`config.mk`:
```
export PLATFORM = sky130hd
export DESIGN_NAME = dm_cache_line_fill
export DESIGN_NICKNAME = d
export VERILOG_FILES = /design/src/rtl/dm_cache_line_fill.sv
export SDC_FILE = /design/constraint.sdc
export NUM_CORES = 1
export LEC_CHECK = 0
export CAP_MARGIN = 20
export CORE_MARGIN = 3
export CORE_UTILIZATION = 26
export DETAILED_ROUTE_END_ITERATION = 8
export PLACE_DENSITY = 0.66
export SLEW_MARGIN = 40
export SYNTH_ARGS = -nofsm -noshare
export SYNTH_HDL_FRONTEND = slang
export SYNTH_SLANG_ARGS = --single-unit
```
`constraint.sdc`:
```
create_clock -name clk -period 3 [get_ports clk]
set_clock_uncertainty 0.15 [all_clocks]
set_input_delay 0.6 -clock clk [delete_from_list [all_inputs] [get_ports clk]]
set_output_delay 0.6 -clock clk [all_outputs]
set_load 0.005 [all_outputs]
```
`src/rtl/dm_cache_line_fill.sv`:
```
// dm_cache_line_fill: AXI4 read-burst refill engine for a direct-mapped cache.
// Takes one line miss, issues one AR burst, streams beats to the data array,
// then pulses done_o with err_o.
// Ports: clk, rst (async, active-high); req_valid_i/req_ready_o/req_addr_i
//   miss request; fill_valid_o/fill_data_o/fill_idx_o word strobe;
//   done_o/err_o completion; m_axi_ar* / m_axi_r* AXI4 read channels.
// Config macro: DM_FILL_WRAP_EN selects critical-word-first WRAP bursts;
//   undefined gives line-aligned INCR bursts starting at word 0.
module dm_cache_line_fill #(
    parameter int ADDR_WIDTH = 32,
    parameter int DATA_WIDTH = 32,
    parameter int LINE_WORDS = 4
) (
    input  logic                          clk,
    input  logic                          rst,
    input  logic                          req_valid_i,
    output logic                          req_ready_o,
    input  logic [ADDR_WIDTH-1:0]         req_addr_i,
    output logic                          fill_valid_o,
    output logic [DATA_WIDTH-1:0]         fill_data_o,
    output logic [$clog2(LINE_WORDS)-1:0] fill_idx_o,
    output logic                          done_o,
    output logic                          err_o,
    output logic [ADDR_WIDTH-1:0]         m_axi_araddr,
    output logic [7:0]                    m_axi_arlen,
    output logic [2:0]                    m_axi_arsize,
    output logic [1:0]                    m_axi_arburst,
    output logic                          m_axi_arvalid,
    input  logic                          m_axi_arready,
    input  logic [DATA_WIDTH-1:0]         m_axi_rdata,
    input  logic [1:0]                    m_axi_rresp,
    input  logic                          m_axi_rlast,
    input  logic                          m_axi_rvalid,
    output logic                          m_axi_rready
);

    localparam int BYTE_W = $clog2(DATA_WIDTH / 8);
    localparam int IDX_W  = $clog2(LINE_WORDS);
    localparam int OFF_W  = BYTE_W + IDX_W;
    localparam int CNT_W  = IDX_W + 1;

    localparam logic [ADDR_WIDTH-1:0] LINE_MASK =
        ~((ADDR_WIDTH'(1) << OFF_W) - ADDR_WIDTH'(1));
    localparam logic [ADDR_WIDTH-1:0] WORD_MASK =
        ~((ADDR_WIDTH'(1) << BYTE_W) - ADDR_WIDTH'(1));

    typedef enum logic [2:0] {
        S_IDLE,
        S_AR,
        S_RD,
        S_LAST,
        S_DONE
    } state_t;

    state_t                  r_state;
    logic [ADDR_WIDTH-1:0]   r_araddr;
    logic                    r_arvalid;
    logic [IDX_W-1:0]        r_idx;
    logic [CNT_W-1:0]        r_cnt;
    logic                    r_err;
    logic                    r_fill_valid;
    logic [DATA_WIDTH-1:0]   r_fill_data;
    logic [IDX_W-1:0]        r_fill_idx;
    logic                    r_done;
    logic                    r_err_o;

    logic                    w_beat;
    logic                    w_in_line;
    logic                    w_short;
    logic [ADDR_WIDTH-1:0]   w_araddr;
    logic [IDX_W-1:0]        w_idx0;

`ifdef DM_FILL_WRAP_EN
    assign w_araddr      = req_addr_i & WORD_MASK;
    assign w_idx0        = req_addr_i[OFF_W-1:BYTE_W];
    assign m_axi_arburst = 2'b10;
`else
    assign w_araddr      = req_addr_i & LINE_MASK;
    assign w_idx0        = '0;
    assign m_axi_arburst = 2'b01;
`endif

    assign m_axi_arlen  = 8'(LINE_WORDS - 1);
    assign m_axi_arsize = 3'(BYTE_W);

    assign req_ready_o   = (r_state == S_IDLE);
    assign m_axi_rready  = (r_state == S_RD);
    assign m_axi_araddr  = r_araddr;
    assign m_axi_arvalid = r_arvalid;
    assign fill_valid_o  = r_fill_valid;
    assign fill_data_o   = r_fill_data;
    assign fill_idx_o    = r_fill_idx;
    assign done_o        = r_done;
    assign err_o         = r_err_o;

    assign w_beat    = m_axi_rvalid & m_axi_rready;
    // r_cnt saturates at LINE_WORDS, so extra beats keep w_in_line low.
    assign w_in_line = (r_cnt < CNT_W'(LINE_WORDS));
    // rlast arriving while fewer than LINE_WORDS-1 beats already taken.
    assign w_short   = (r_cnt < CNT_W'(LINE_WORDS - 1));

    always_ff @(posedge clk or posedge rst) begin
        if (rst) begin
            r_state      <= S_IDLE;
            r_araddr     <= '0;
            r_arvalid    <= 1'b0;
            r_idx        <= '0;
            r_cnt        <= '0;
            r_err        <= 1'b0;
            r_fill_valid <= 1'b0;
            r_fill_data  <= '0;
            r_fill_idx   <= '0;
            r_done       <= 1'b0;
            r_err_o      <= 1'b0;
        end else begin
            r_fill_valid <= 1'b0;
            r_done       <= 1'b0;
            r_err_o      <= 1'b0;
            case (r_state)
                S_IDLE: begin
                    if (req_valid_i) begin
                        r_araddr  <= w_araddr;
                        r_arvalid <= 1'b1;
                        r_idx     <= w_idx0;
                        r_cnt     <= '0;
                        r_err     <= 1'b0;
                        r_state   <= S_AR;
                    end
                end
                S_AR: begin
                    if (m_axi_arready) begin
                        r_arvalid <= 1'b0;
                        r_state   <= S_RD;
                    end
                end
                S_RD: begin
                    if (w_beat) begin
                        if (w_in_line) begin
                            r_fill_valid <= 1'b1;
                            r_fill_data  <= m_axi_rdata;
                            r_fill_idx   <= r_idx;
                            r_idx        <= r_idx + 1'b1;
                            r_cnt        <= r_cnt + 1'b1;
                        end
                        if (!w_in_line || (m_axi_rresp != 2'b00) ||
                            (m_axi_rlast && w_short)) begin
                            r_err <= 1'b1;
                        end
                        if (m_axi_rlast) begin
                            r_state <= S_LAST;
                        end
                    end
                end
                // Last fill strobe is on the wire this cycle; report next.
                S_LAST: begin
                    r_done  <= 1'b1;
                    r_err_o <= r_err;
                    r_state <= S_DONE;
                end
                S_DONE: begin
                    r_state <= S_IDLE;
                end
                default: begin
                    r_state <= S_IDLE;
                end
            endcase
        end
    end

endmodule

```
==> results of run 1 <==
through the flow:
stage,util (%),worst slack (ps),std cells,hold WS (ps),cell area (um^2)
2_1_floorplan,-,340,220,325,3210
3_3_place_gp,39.0,432,473,339,4550
3_5_place_dp,39.0,388,473,342,4550
4_1_cts,41.9,479,489,356,4890
5_1_grt,41.9,403,489,365,4890
6_report,41.9,520,489,350,4890
final cells by class:
type / count / area share (%)
sequential: 75 / 38.4
timing repair buffer: 137 / 28.4
multi-input combinational: 116 / 22.4
clock buffer: 11 / 4.96
tap: 143 / 3.66
clock inverter: 5 / 2.05
inverter: 2 / 0.179
worst max-delay path, cell delays in order (launching register included):
cell and delay [ps]:
dfrtp_1 510, nor2_4 240, and2_1 150, clkdlybuf4s50_1 490
report_power, final:
| part | switching, mW | internal, mW |
|---|---|---|
| clock | 0.408 | 0.832 |
| sequential | 0.301 | 1.50 |
| combinational | 0.570 | 1.39 |
registers in the layout, summed over array words and instances, names as in the netlist:
signal	flops
fill_data_o	32
r_cnt	3
err_o	1
r_err	1
m_axi_araddr	28
m_axi_arvalid	1
r_state	3
done_o	1
fill_idx_o	2
r_idx	2
fill_valid_o	1
worst max path at each step:
stage	start	to	cells past startpoint	slack, ps
floorplan	rst	done_o	1	340
global placement	m_axi_rvalid	fill_data_o[28]	4	430
detailed placement	m_axi_rvalid	fill_data_o[26]	4	390
CTS	r_state[0]	m_axi_rready	3	480
global route	r_state[0]	m_axi_rready	3	400
finish	r_state[0]	m_axi_rready	3	520
cell families (layout without fill, tap and decap cells):
kind of cell | count (synthesis) | in the layout
DFF | 75 | 75
muxes | 63 | 63
buffers and inverters | 29 | 155
and+or+nand+nor | 20 | 20
AOI/OAI and AO/OA | 15 | 15
other | 2 | 17
adders and majority gates | 1 | 1
per-layer routing:
| metal | global-route usage (%) | wire, um | vias up |
|---|---|---|---|
| met2 | 17.0 | 3300 | 118 |
| met3 | 6.48 | 932 | 10 |
| met4 | 4.64 | 112 | 0 |
| li1 | - | - | 949 |
| met1 | 11.7 | 2700 | 1025 |
| met5 | 0 | 0 | - |
placed cells by master, fill, tap and decap left out, types with 2 or more instances in the layout:
cell / netlist / final
mux2_2: 47 / 47
clkdlybuf4s50_1: 0 / 135
a31oi_1: 2 / 2
clkinv_2: 0 / 3
a22o_1: 3 / 3
a21oi_1: 2 / 2
nor3_1: 3 / 3
nor2_1: 3 / 3
clkbuf_16: 0 / 9
bufinv_16: 0 / 3
mux2_4: 16 / 16
nand2_1: 3 / 3
dfrtp_1: 75 / 75
o21ai_0: 2 / 2
conb_1: 2 / 17
buf_12: 3 / 2
nor2b_1: 3 / 3
==> impl_metrics.csv, run 1 <==
group,metric,value,unit
route,drc_errors,0,
floorplan,die_area,0.0135,mm^2
synthesis,yosysSeqAreaShare,59.4,%
grt,grt-ovfl-total,0,
clock_tree,cts_num_sinks,75,
setup_path,r2r-end,"fill_data_o[23]",
pwr,power.leakage,2.07,nW
clock_tree,htreeDepth,3,
finish,multiInputGateArea,0.00109,mm^2
finish,drive_gt1_share,24.9,%
timing,finalSetupTns,0,ps
synthesis,synth_cell_types,31,
pwr,ir_worst_vdd,0.485,mV
synthesis,syn_inst,205,
synthesis,synth_warnings,0,
setup_path,critical_path.max_fanout,9,
finish,ff_latch_area,0.00188,mm^2
floorplan,die_h,116,um
floorplan,rows,39,
clock_tree,postCtsHoldBufs,0,
synthesis,synth.area.top_cells,"dfrtp_1, mux2_2, mux2_4, buf_4, buf_12",
synthesis,synth_top_family_by_area,"multiplexers",
placed_design,portBuffers,135,
clock_tree,cts_tree,"done",
timing,setup_viol,0,
setup_path,start_kind,"register",
synthesis,synth_xor_xnor_area_share,0,%
floorplan,start_util,27.1,%
synthesis,synth_fa_ha_area_share,0.396,%
clock_tree,clkLatencyLatePin,330,ps
route,vias,2102,
synthesis,synthTopCellsByCount,"dfrtp_1, mux2_2, buf_4",
grt,gr-usage-all-layers,10.8,%
clock_tree,clockBufferDepth,2,
timing,post-route-period-util,82.7,%
synthesis,synth_top_area_share,59.4,%
timing,slew_headroom,60.7,%
setup_path,rr_worst_depth,3,
clock_tree,clk_pin_slew_worst_paths,60,ps
synthesis,async_reset_ff_share,100,%
pwr,pwr_density_cell,1020,mW/mm^2
run,cap_violations,0,
clock_tree,cts_buffers,9,
finish,antennaDiodeCount,0,
synthesis,synth_mux_area_share,24.4,%
grt,grt_max_degree,46,
hold_path,hp-start,"r_err",
route,drt-initial-drc-count,75,
route,dr.pass1.iters,4,
placed_design,finalWeightedCongestion,0.700,
setup_path,criticalPathCategory,"register to output port",
synthesis,synth_area_leader_cell,"dfrtp_1",
synthesis,synth_seq_cells,75,
route,vias_per_cell,4.30,
route,wire_per_inst,14.4,um
timing,worst_pin_slew,589,ps
synthesis,synth_edf_count,0,
setup_path,cp.arrival,1730,ps
setup_path,crit_required,2250,ps
status,status,"finished, final reports clean",
timing,max_clock_freq,403,MHz
grt,grt_pass1_wl,11000,um
route,wl,7050,um
hold_path,hold_depth,2,
clock_tree,postCtsSetupRepairBufs,0,
setup_path,end_kind,"output port",
setup_path,r2r_slack,890,ps
placed_design,place_hpwl,5020,um
clock_tree,cts_root_buf,"clkbuf_16",
timing,slew_violations,0,
synthesis,synthSimpleGateAreaFrac,4.40,%
finish,fillCellCount,1110,
floorplan,die_w,116,um
synthesis,synth.avg_cell_area,15.4,um^2
timing,min_period,2480,ps
finish,nNetsFinal,414,
pwr,power,4.99,mW
floorplan,pin_count,157,
grt,antenna_found_initial,0,
clock_tree,cts.repair.resized,0,
grt,grt_pass1_vias,2286,
finish,area_growth_syn_to_layout,54.9,%
floorplan,core_area,0.0117,mm^2
synthesis,yosysMostFrequentCell,"dfrtp_1",
synthesis,synth_compound_area_share,3.45,%
setup_path,r2r_start,"r_state[1]",
timing,hold_viol_final,0,
hold_path,min_path_type,"register to register",
synthesis,yosys_most_used_dff,"dfrtp_1",
timing,rsz0062_at_grt,"false",
synthesis,syn_area,0.00316,mm^2
route,antenna_left,0,
hold_path,hold_path_end,"err_o",
Note: power is estimated with default switching activity, not from simulation.
==> inputs of run 2 (changes only) <==
- PLACE_DENSITY: 0.66 -> 0.68
- clock period: 3 -> 2 ns (I/O delays scaled with it)
==> impl_metrics.csv, run 2 (synthesis results as in run 1) <==
group,metric,value,unit
floorplan,die_w,116,um
clock_tree,htreeDepth,3,
route,drc_errors,0,
placed_design,placed_area,0.00466,mm^2
finish,drive_gt1_share,28.7,%
pwr,ir_worst_vdd,0.502,mV
finish,nNetsFinal,427,
finish,area_growth_syn_to_layout,56.5,%
finish,layout_common_cells,"clkdlybuf4s50_1, dfrtp_1, mux2_2, conb_1, mux2_4",
finish,fillCellCount,1131,
route,wire_per_inst,14.2,um
clock_tree,postCtsHoldBufs,0,
timing,rsz0062_at_grt,"false",
grt,grt-ovfl-total,0,
finish,fin_util,42.4,%
timing,max_clock_freq,534,MHz
timing,slew_violations,0,
floorplan,pin_count,157,
placed_design,place_hpwl,5200,um
clock_tree,clkLatencyLatePin,320,ps
placed_design,finalWeightedCongestion,0.735,
setup_path,cp.arrival,1930,ps
setup_path,start_kind,"register",
timing,post-route-period-util,93.7,%
grt,grt_pass1_wl,11200,um
clock_tree,clk_pin_slew_worst_paths,60,ps
floorplan,core_area,0.0117,mm^2
setup_path,crit_required,2060,ps
route,vias,2119,
floorplan,die_area,0.0135,mm^2
grt,grt_pass1_vias,2310,
clock_tree,cts_root_buf,"clkbuf_16",
pwr,power.leakage,2.09,nW
pwr,pwr_density_cell,1460,mW/mm^2
floorplan,rows,39,
route,vias_per_cell,4.22,
grt,grt_max_degree,76,
clock_tree,cts_tree,"done",
clock_tree,clockBufferDepth,2,
finish,largest_reg_flops,32,
route,dr.pass1.iters,4,
setup_path,end_kind,"register",
grt,gr-usage-all-layers,10.7,%
finish,antennaDiodeCount,0,
timing,hold_viol_final,0,
grt,antenna_found_initial,0,
floorplan,start_util,27.1,%
clock_tree,cts_buffers,9,
setup_path,critical_path.max_fanout,22,
placed_design,portBuffers,135,
setup_path,criticalPathCategory,"register to register",
finish,fin_area,0.00494,mm^2
timing,min_period,1870,ps
route,wl,7110,um
floorplan,die_h,116,um
clock_tree,cts_num_sinks,75,
run,cap_violations,0,
status,status,"finished, final reports clean",
hold_path,min_path_type,"register to register",
route,drt-initial-drc-count,43,
placed_design,place_ws,-62.4,ps
timing,setup_viol,0,
timing,timing.final.ws_setup,127,ps
route,antenna_left,0,
finish,final_common_cell,"clkdlybuf4s50_1",
[run 2: cell count changes in the layout (fill, tap and decap cells not counted), sizes merged]
cell,previous run,this run
bufinv,3,0
buf,2,15
clkdlybuf4s50,135,133
inv,1,2
dlygate4sd2,0,1
clkinv,3,2
clkinvlp,0,4
[run 2: worst max-delay path, stage by stage (launching register included)]
cell	delay, ps
dfrtp_2	420
buf_4	160
buf_4	150
nor4b_4	290
buf_12	210
mux2_2	350
[run 2: per-stage QoR]
| stage | TNS, ps | hold slack, ps | cells | power [mW] |
|---|---|---|---|---|
| 3_5_place_dp | -1320 | 343 | 484 | 5.83 |
| 4_1_cts | 0 | 354 | 502 | 7.37 |
| 3_3_place_gp | -944 | 339 | 484 | 5.72 |
| 5_1_grt | 0 | 372 | 502 | 7.72 |
| 2_1_floorplan | 0 | 325 | 220 | 4.04 |
| 6_report | 0 | 354 | 502 | 7.22 |
[run 2: power by group]
| part | internal (mW) | total, mW | switching [mW] |
|---|---|---|---|
| registers | 2.25 | 2.64 | 0.392 |
| clock network | 0.839 | 1.46 | 0.617 |
| logic | 2.18 | 3.12 | 0.941 |
[run 2: what timing repair did]
item,4_1_cts,5_1_grt
setup buffers,2,0
gates cloned,0,0
setup endpoints to repair,2,1
pin swaps,0,0
resized for setup,5,2
[run 2: layout make-up]
cell class	instances	area (um^2)	area share, %
multi-input cells	116	1090	22.1
clock buffers	10	229	4.63
repair buffers	150	1510	30.5
clock inverters	6	41.3	0.835
flip-flops and latches	75	1880	38.1
inverters	2	11.3	0.228
well taps	143	179	3.62
[run 2: routing by layer]
layer / wire, um / part of all wire, % / global-route usage (%)
met1: 2830 / 40 / 12.2
met2: 3300 / 46 / 17.2
met3: 915 / 13 / 5.49
met4: 59 / 0.83 / 3.71
met5: 0 / 0 / 0
[run 2: worst paths after layout]
check,start,to,slack (ps),cells after the start
setup / recovery,r_state[2],m_axi_araddr[20],130,5
hold / removal,m_axi_araddr[14],m_axi_araddr[14],350,1
setup reg to reg,r_state[2],m_axi_araddr[20],130,5
hold reg to reg,m_axi_araddr[14],m_axi_araddr[14],350,1
max in group asynchronous,rst,r_state[0],970,3
min in group asynchronous,rst,fill_data_o[7],400,3
